**src/rtl/fifo_unpack_if.sv**
```systemverilog
// Handshake bundle for fifo_unpack: 16-bit word ingress, 8-bit byte egress.
// Optional feature macro: FIFO_LEVEL_EN adds the 'level' occupancy signal.
interface fifo_unpack_if
`ifdef FIFO_LEVEL_EN
    #(parameter int ADDR_W = 5)
`endif
    ;
    logic [15:0]     data_in;
    logic            input_valid;
    logic            input_enable;
    logic            output_enable;
    logic            output_valid;
    logic [7:0]      data_out;
`ifdef FIFO_LEVEL_EN
    logic [ADDR_W:0] level;

    modport master (
        output data_in, input_valid, output_enable,
        input  input_enable, output_valid, data_out, level
    );
    modport slave (
        input  data_in, input_valid, output_enable,
        output input_enable, output_valid, data_out, level
    );
`else
    modport master (
        output data_in, input_valid, output_enable,
        input  input_enable, output_valid, data_out
    );
    modport slave (
        input  data_in, input_valid, output_enable,
        output input_enable, output_valid, data_out
    );
`endif
endinterface

```
**src/rtl/fifo_unpack.sv**
```systemverilog
// Width-splitting FIFO: stores 16-bit words, emits 8-bit bytes low byte first.
// Show-ahead output; a byte-select flag picks which half of the head word is
// presented. A word is retired only after its high byte is taken.
// Optional feature macro: FIFO_LEVEL_EN exposes the word count on bus.level.
module fifo_unpack #(
    parameter int DEPTH  = 32,
    parameter int ADDR_W = 5
) (
    input logic          clk,
    input logic          rst,
    fifo_unpack_if.slave bus
);
    localparam logic [ADDR_W-1:0] PTR_ONE  = 1;
    localparam logic [ADDR_W:0]   CNT_ONE  = 1;
    localparam logic [ADDR_W:0]   CNT_FULL = (ADDR_W+1)'(DEPTH);

    logic [15:0]       r_mem [DEPTH];
    logic [ADDR_W-1:0] r_wr_ptr;
    logic [ADDR_W-1:0] r_rd_ptr;
    logic [ADDR_W:0]   r_count;
    logic              r_byte_sel;

    logic              w_in_en;
    logic              w_out_vld;
    logic              w_push;
    logic              w_pop;
    logic              w_retire;
    logic [15:0]       w_head;

    // Flow control depends on registered count only, so a retire while full
    // does not open the input until the following cycle.
    assign w_in_en   = !rst && (r_count != CNT_FULL);
    assign w_out_vld = !rst && (r_count != '0);
    assign w_push    = bus.input_valid && w_in_en;
    assign w_pop     = w_out_vld && bus.output_enable;
    assign w_retire  = w_pop && r_byte_sel;
    assign w_head    = r_mem[r_rd_ptr];

    assign bus.input_enable = w_in_en;
    assign bus.output_valid = w_out_vld;
    assign bus.data_out     = !w_out_vld ? 8'h00 :
                              (r_byte_sel ? w_head[15:8] : w_head[7:0]);
`ifdef FIFO_LEVEL_EN
    assign bus.level        = r_count;
`endif

    // Word storage; contents survive reset, only pointers are cleared.
    always_ff @(posedge clk) begin
        if (w_push) r_mem[r_wr_ptr] <= bus.data_in;
    end

    // Pointers, occupancy and half-word select.
    always_ff @(posedge clk or posedge rst) begin
        if (rst) begin
            r_wr_ptr   <= '0;
            r_rd_ptr   <= '0;
            r_count    <= '0;
            r_byte_sel <= 1'b0;
        end else begin
            if (w_push)   r_wr_ptr <= r_wr_ptr + PTR_ONE;
            if (w_retire) r_rd_ptr <= r_rd_ptr + PTR_ONE;
            if (w_pop)    r_byte_sel <= !r_byte_sel;
            case ({w_push, w_retire})
                2'b10:   r_count <= r_count + CNT_ONE;
                2'b01:   r_count <= r_count - CNT_ONE;
                default: r_count <= r_count;
            endcase
        end
    end
endmodule
```
**src/flat_wrapper.sv**
```systemverilog
// flat-port wrapper written by rule: the top's interface ports become plain ports
module fifo_unpack_flat 
#(
    parameter int DEPTH  = 32,
    parameter int ADDR_W = 5
)
  (clk, rst, bus_data_in, bus_input_valid, bus_output_enable, bus_input_enable, bus_output_valid, bus_data_out);
  fifo_unpack_if bus_i ();
  input logic clk;
  input logic rst;
  input wire logic [$bits(bus_i.data_in)-1:0] bus_data_in;
  input wire logic [$bits(bus_i.input_valid)-1:0] bus_input_valid;
  input wire logic [$bits(bus_i.output_enable)-1:0] bus_output_enable;
  output wire logic [$bits(bus_i.input_enable)-1:0] bus_input_enable;
  output wire logic [$bits(bus_i.output_valid)-1:0] bus_output_valid;
  output wire logic [$bits(bus_i.data_out)-1:0] bus_data_out;
  assign bus_i.data_in = bus_data_in;
  assign bus_i.input_valid = bus_input_valid;
  assign bus_i.output_enable = bus_output_enable;
  assign bus_input_enable = bus_i.input_enable;
  assign bus_output_valid = bus_i.output_valid;
  assign bus_data_out = bus_i.data_out;
  fifo_unpack #(.DEPTH(DEPTH), .ADDR_W(ADDR_W)) u_core (.clk(clk), .rst(rst), .bus(bus_i));
endmodule
```
**config.mk**
```make
export PLATFORM = sky130hd
export DESIGN_NAME = fifo_unpack_flat
export DESIGN_NICKNAME = d
export VERILOG_FILES = /design/src/rtl/fifo_unpack_if.sv /design/src/rtl/fifo_unpack.sv /design/src/flat_wrapper.sv
export SDC_FILE = /design/constraint.sdc
export NUM_CORES = 1
export LEC_CHECK = 0
export ABC_CLOCK_PERIOD_IN_PS = 6400
export BUFFER_PORTS_ARGS = -buffer_cell sky130_fd_sc_hd__buf_4
export CAP_MARGIN = 20
export CELL_PAD_IN_SITES_DETAIL_PLACEMENT = 1
export CELL_PAD_IN_SITES_GLOBAL_PLACEMENT = 2
export CORE_UTILIZATION = 25
export CTS_BUF_LIST = sky130_fd_sc_hd__clkbuf_2
export DETAILED_ROUTE_END_ITERATION = 12
export GPL_ROUTABILITY_DRIVEN = 0
export MAX_ROUTING_LAYER = met4
export PLACE_DENSITY = 0.56
export SLEW_MARGIN = 10
export SYNTH_ARGS = -nofsm -noshare
export SYNTH_HDL_FRONTEND = slang
export SYNTH_SLANG_ARGS = --single-unit
```
**constraint.sdc**
```tcl
create_clock -name clk -period 6.4 [get_ports clk]
set_input_delay 0 -clock clk [delete_from_list [all_inputs] [get_ports clk]]
set_output_delay 0 -clock clk [all_outputs]
set_load 0.02 [all_outputs]
```
**Word-level counts from Yosys, hierarchy flattened**

Memories as Yosys holds them, arrays and structs flattened.
Cells that the tools add are included.

- Output and inout port bits: 10
- Word-level logic and storage cells: 26
- Bits in writable memories: 512
- Input port bits: 20
- Memories: 1
- Bits in registers: 17

- $add $sub $neg: 4
- Eq/ne operators: 3
- Muxes and demuxes: 5
- Reductions and logical operators: 9

Memory list:

| name | depth | width | read ports | clocked after memory_dff | write ports | RTL line | text |
|---|---|---|---|---|---|---|---|
| u_core.r_mem | 32 | 16 | 1 | 0 | 1 | fifo_unpack.sv:17 | `logic [15:0] r_mem [DEPTH];` |

Operators by type and width:

| cell | count |
|---|---|
| 8-bit 2-to-1 mux | 2 |
| 6-bit one-hot mux with 2 select lines | 1 |
| 5-bit by 1-bit adder with 5-bit output, second input constant | 2 |
| 6-bit by 1-bit adder with 6-bit output, second input constant | 1 |
| 6-bit inequality test, second input constant | 1 |
| 6-bit nonzero test | 1 |
| 6-bit by 1-bit subtractor with 6-bit output, second input constant | 1 |
| 1-bit logical AND | 5 |
| 2-bit by 1-bit equality test with 1-bit output, second input constant | 1 |
| 2-bit equality test, second input constant | 1 |
| 1-bit logical NOT | 2 |
| 1-bit 2-to-1 mux | 2 |
| 2-bit nonzero test | 1 |

**Logic depth before layout (Yosys ltp)**

- Depth in word-level cells: 6
- Depth in mapped cells: 12
- Gate-level depth less buffers: 11

**Least setup slack after synthesis**

No wires, ideal clock.

- Path type: register to register
- Start point: reg u_core.r_count[1]
- End point: reg u_core.r_count[5]
- Setup slack: 3.709 ns
- Arrival time: 2.568 ns
- Cell stages (with the launch flop): 12
- Library setup time: 0.123 ns
- Data required time: 6.277 ns
- Buffers on the path: 1
- Period minus slack after synthesis: 2.691 ns
- Path through: dfrtp_1 > nor4_1 > a311o_1 > buf_2 > nor2_2 > ha_1 > ha_1 > a21o_1 > a21oi_1 > nand4b_1 > nand4_1 > xnor2_1

- Word-level cells in the longest chain between the ends: 6
- Elaborated cells between the ends (all ways): 13
- Those cells by class: add/sub (2); eq/ne (3); mux (1); reduce/logical (7)

Ends and longest elaborated chain:

| what | RTL line | text |
|---|---|---|
| start, declared | fifo_unpack.sv:20 | `logic [ADDR_W:0] r_count;` |
| start signal, assigned | fifo_unpack.sv:64 | `2'b10: r_count <= r_count + CNT_ONE;` |
| start signal, assigned | fifo_unpack.sv:65 | `2'b01: r_count <= r_count - CNT_ONE;` |
| start signal, assigned | fifo_unpack.sv:66 | `default: r_count <= r_count;` |
| 6-bit nonzero test * | fifo_unpack.sv:33 | `assign w_out_vld = !rst && (r_count != '0);` |
| 1-bit logical AND * | fifo_unpack.sv:33 |  |
| 1-bit logical AND * | fifo_unpack.sv:35 | `assign w_pop = w_out_vld && bus.output_enable;` |
| 1-bit logical AND * | fifo_unpack.sv:36 | `assign w_retire = w_pop && r_byte_sel;` |
| net u_core.w_retire | fifo_unpack.sv:27 | `logic w_retire;` |
| 2-bit by 1-bit equality test with 1-bit output / 2-bit equality test (equally long branches) | fifo_unpack.sv:63 | `case ({w_push, w_retire})` |
| 6-bit one-hot mux with 2 select lines / 2-bit nonzero test (equally long branches) | -- |  |

Mark *: on every way through the listed nets, which the timed path passes. The rest lies on a longest branch.
A chain may end at the register's enable or synchronous reset.

**Worst setup path in the final report**

- Start point: reg u_core.r_rd_ptr[0]
- End point: out bus_data_out[1]

- Word-level cells in the longest chain between the ends: 3

Ends and longest elaborated chain:

| what | RTL line | text |
|---|---|---|
| start, declared | fifo_unpack.sv:19 | `logic [ADDR_W-1:0] r_rd_ptr;` |
| start signal, assigned | fifo_unpack.sv:61 | `if (w_retire) r_rd_ptr <= r_rd_ptr + PTR_ONE;` |
| memory read 32 x 16 bit | -- |  |
| 8-bit 2-to-1 mux | fifo_unpack.sv:42 | `(r_byte_sel ? w_head[15:8] : w_head[7:0]);` |
| 8-bit 2-to-1 mux | fifo_unpack.sv:41 | `assign bus.data_out = !w_out_vld ? 8'h00 :` |
| end, declared | flat_wrapper.sv:16 | `output wire logic [$bits(bus_i.data_out)-1:0] bus_data_out;` |

No other way between the ends.

==> qor.csv <==
metric,value,unit
status,finished clean,
pin_count,30,
htreeDepth,4,
setup_ws,1.884,ns
ys_top_cells_by_count,"512 x edfxtp_1, 94 x mux4_2, 64 x mux2i_1",
ys_ff_latch,529,
cts.sinks,529,
maxSlewViolCount,0,
crit_type,reg2out,
coreArea,81980,um^2
post-route-cell-area,24310,um^2
antenna_found_initial,2,
dr.first_iter.drc_count,901,
drt_wl_total,57690,um
via_count,10920,
cts_made_buffers,143,
rsz0062_at_grt,false,
setup_violations,0,
synth_top_cell_area_share,74.22,%
finalNetCount,1254,
seq_area_frac_synth,76.27,%
place_area,22290,um^2
finalHoldViolCount,0,
synth_area_leader_cell,edfxtp_1,
ant_nets,0,
yosysMostFrequentCell,edfxtp_1,
syn_to_final_growth,17.35,%
relSlewSlack,37.35,%
power.density,380.1,nW/um^2
clk_pin_slew,0.11,ns
hold_ws,0.1629,ns
clk_latency,1.31,ns
grt_remaining_overflow,0,
drive_gt1_share,32.85,%
vias_per_cell,4.553,
cts_resized,0,
die_height,289.9,um
dpl_worst_slack,2.828,ns
die_width,289.9,um
min_period_over_period,70.57,%
start_kind,flip-flop,
maxCapViolations,0,
fin_cells,2399,
end_kind,output pin,
grt_pass1_wl,83350,um
wl_per_cell,24.05,um
fin_worst_skew,0.07451,ns
synthCells,1007,
grt_usage,14.36,%
syn_area,20720,um^2
crit_fanout,55,
dr.pass1.iters,5,
min_path_type,in2reg,
grt_max_degree,56,
synthArstFlopShare,3.214,%
dieArea,84020,um^2
ir_drop,0.2236,mV
drc,0,
start_util,25.27,%
power,9.241,mW
crit_arrival,4.52,ns
cts_tree,yes,
syn_nets,1038,
final_util,29.66,%
layout_min_cycle_time,4.516,ns
synth.distinct_cells,50,
clk_path_buf_depth,3,
avgSynthCellArea,20.57,um^2
max_freq,221.4,MHz
dp_hpwl,32640,um
synthTopCellsByArea,"edfxtp_1 74%, mux4_2 10%, mux2i_1 3.1%",
clockRootBuffer,clkbuf_2,
dp_cells,2093,
fin_tns_setup,0,ns
ys.warnings.count,0,
tightest_slew,0.9397,ns
synthFlopType,edfxtp_1,
cp.required,6.40,ns
num_rows,105,
power_leakage,8.066,nW
portBuffers,29,
synth_edf_count,512,
grt_pass1_vias,11870,
## kinds of logic after synthesis
kind of cell | share of synthesized area [%]
compound gates | 4.856
xor+xnor | 0.5496
fa+ha+maj | 0.7006
buf+inv | 2.078
flops | 76.27
mux | 13.62
simple gates | 1.927
## cell usage in the layout (no fill, tap or decap), types with 9 or more instances in the layout
cell | synthesis | layout
edfxtp_1 | 512 | 512
clkbuf_2 | 0 | 213
mux4_2 | 94 | 94
buf_4 | 4 | 69
mux2i_1 | 64 | 64
dlygate4sd3_1 | 0 | 39
nor2_1 | 37 | 26
nand2_1 | 25 | 25
a22oi_1 | 24 | 24
a211oi_1 | 23 | 23
a21oi_1 | 19 | 19
clkinv_1 | 0 | 18
buf_12 | 2 | 18
o22ai_1 | 16 | 16
inv_1 | 14 | 14
o221ai_1 | 14 | 14
dfrtp_1 | 17 | 13
nor2_2 | 1 | 12
xnor2_1 | 10 | 10
ha_1 | 10 | 10
a21o_1 | 9 | 9
## critical path: stages, from the launching register on
cell and delay (ns):
dfrtp_4 0.86, buf_12 0.46, or3b_1 0.70, o221ai_1 0.23, a21oi_1 0.33, a21oi_1 0.17
o2bb2ai_1 0.21, buf_4 0.19
## metal layers
metal  up-vias  GRT usage (%)  part of all wire [%]  routed length, um
met5         -              -                     0                  0
li1       4702              -                     -                  -
met2       319          21.96                    48              27650
met3        85          3.102                   4.5               2619
met1      5817          18.63                    45              26230
met4         0          5.514                   2.1               1189
## layout make-up
type                       instances  area (um^2)
clock buffer                     213         1066
antenna                            5        12.51
fill                            8586        57670
sequential                       529        15810
timing repair buffer             127         1284
multi-input combinational        408         4513
inverter                          14        52.55
tap                             1070         1339
clock inverter                    33        234.0
## report_power, final
part	leakage (nW)	switching [mW]	total (mW)	internal (mW)
Combinational	2.28	1.52	2.63	1.12
Sequential	4.81	0.249	4.18	3.93
Clock	0.978	1.42	2.43	1.01
## worst paths after layout
kind                       slack [ns]  cells past startpoint                              to                      startpoint
setup / recovery                 1.88                      7                 bus_data_out[1]  u_core.r_rd_ptr[0]$_DFFE_PP0P_
hold / removal                   0.16                      5   u_core.r_byte_sel$_DFFE_PP0N_               bus_output_enable
setup reg to reg                 2.87                     10   u_core.r_count[5]$_DFFE_PP0P_   u_core.r_count[1]$_DFFE_PP0P_
hold reg to reg                  0.47                      1   u_core.r_byte_sel$_DFFE_PP0N_   u_core.r_byte_sel$_DFFE_PP0N_
max in group asynchronous        5.12                      5  u_core.r_rd_ptr[0]$_DFFE_PP0P_                             rst
min in group asynchronous        0.63                      5  u_core.r_wr_ptr[1]$_DFFE_PP0P_                             rst
## flip-flops by register name, summed over array words and instances (netlist names)
| name | count |
|---|---|
| u_core.r_byte_sel | 1 |
| u_core.r_count | 6 |
| u_core.r_mem | 512 |
| u_core.r_rd_ptr | 5 |
| u_core.r_wr_ptr | 5 |
## repair_timing
item | 4_1_cts | 5_1_grt
buffers inserted | 0 | 0
hold buffers | 55 | 0
endpoints found under the hold margin | 1058 | 0
Note: power is estimated with default switching activity, not from simulation.
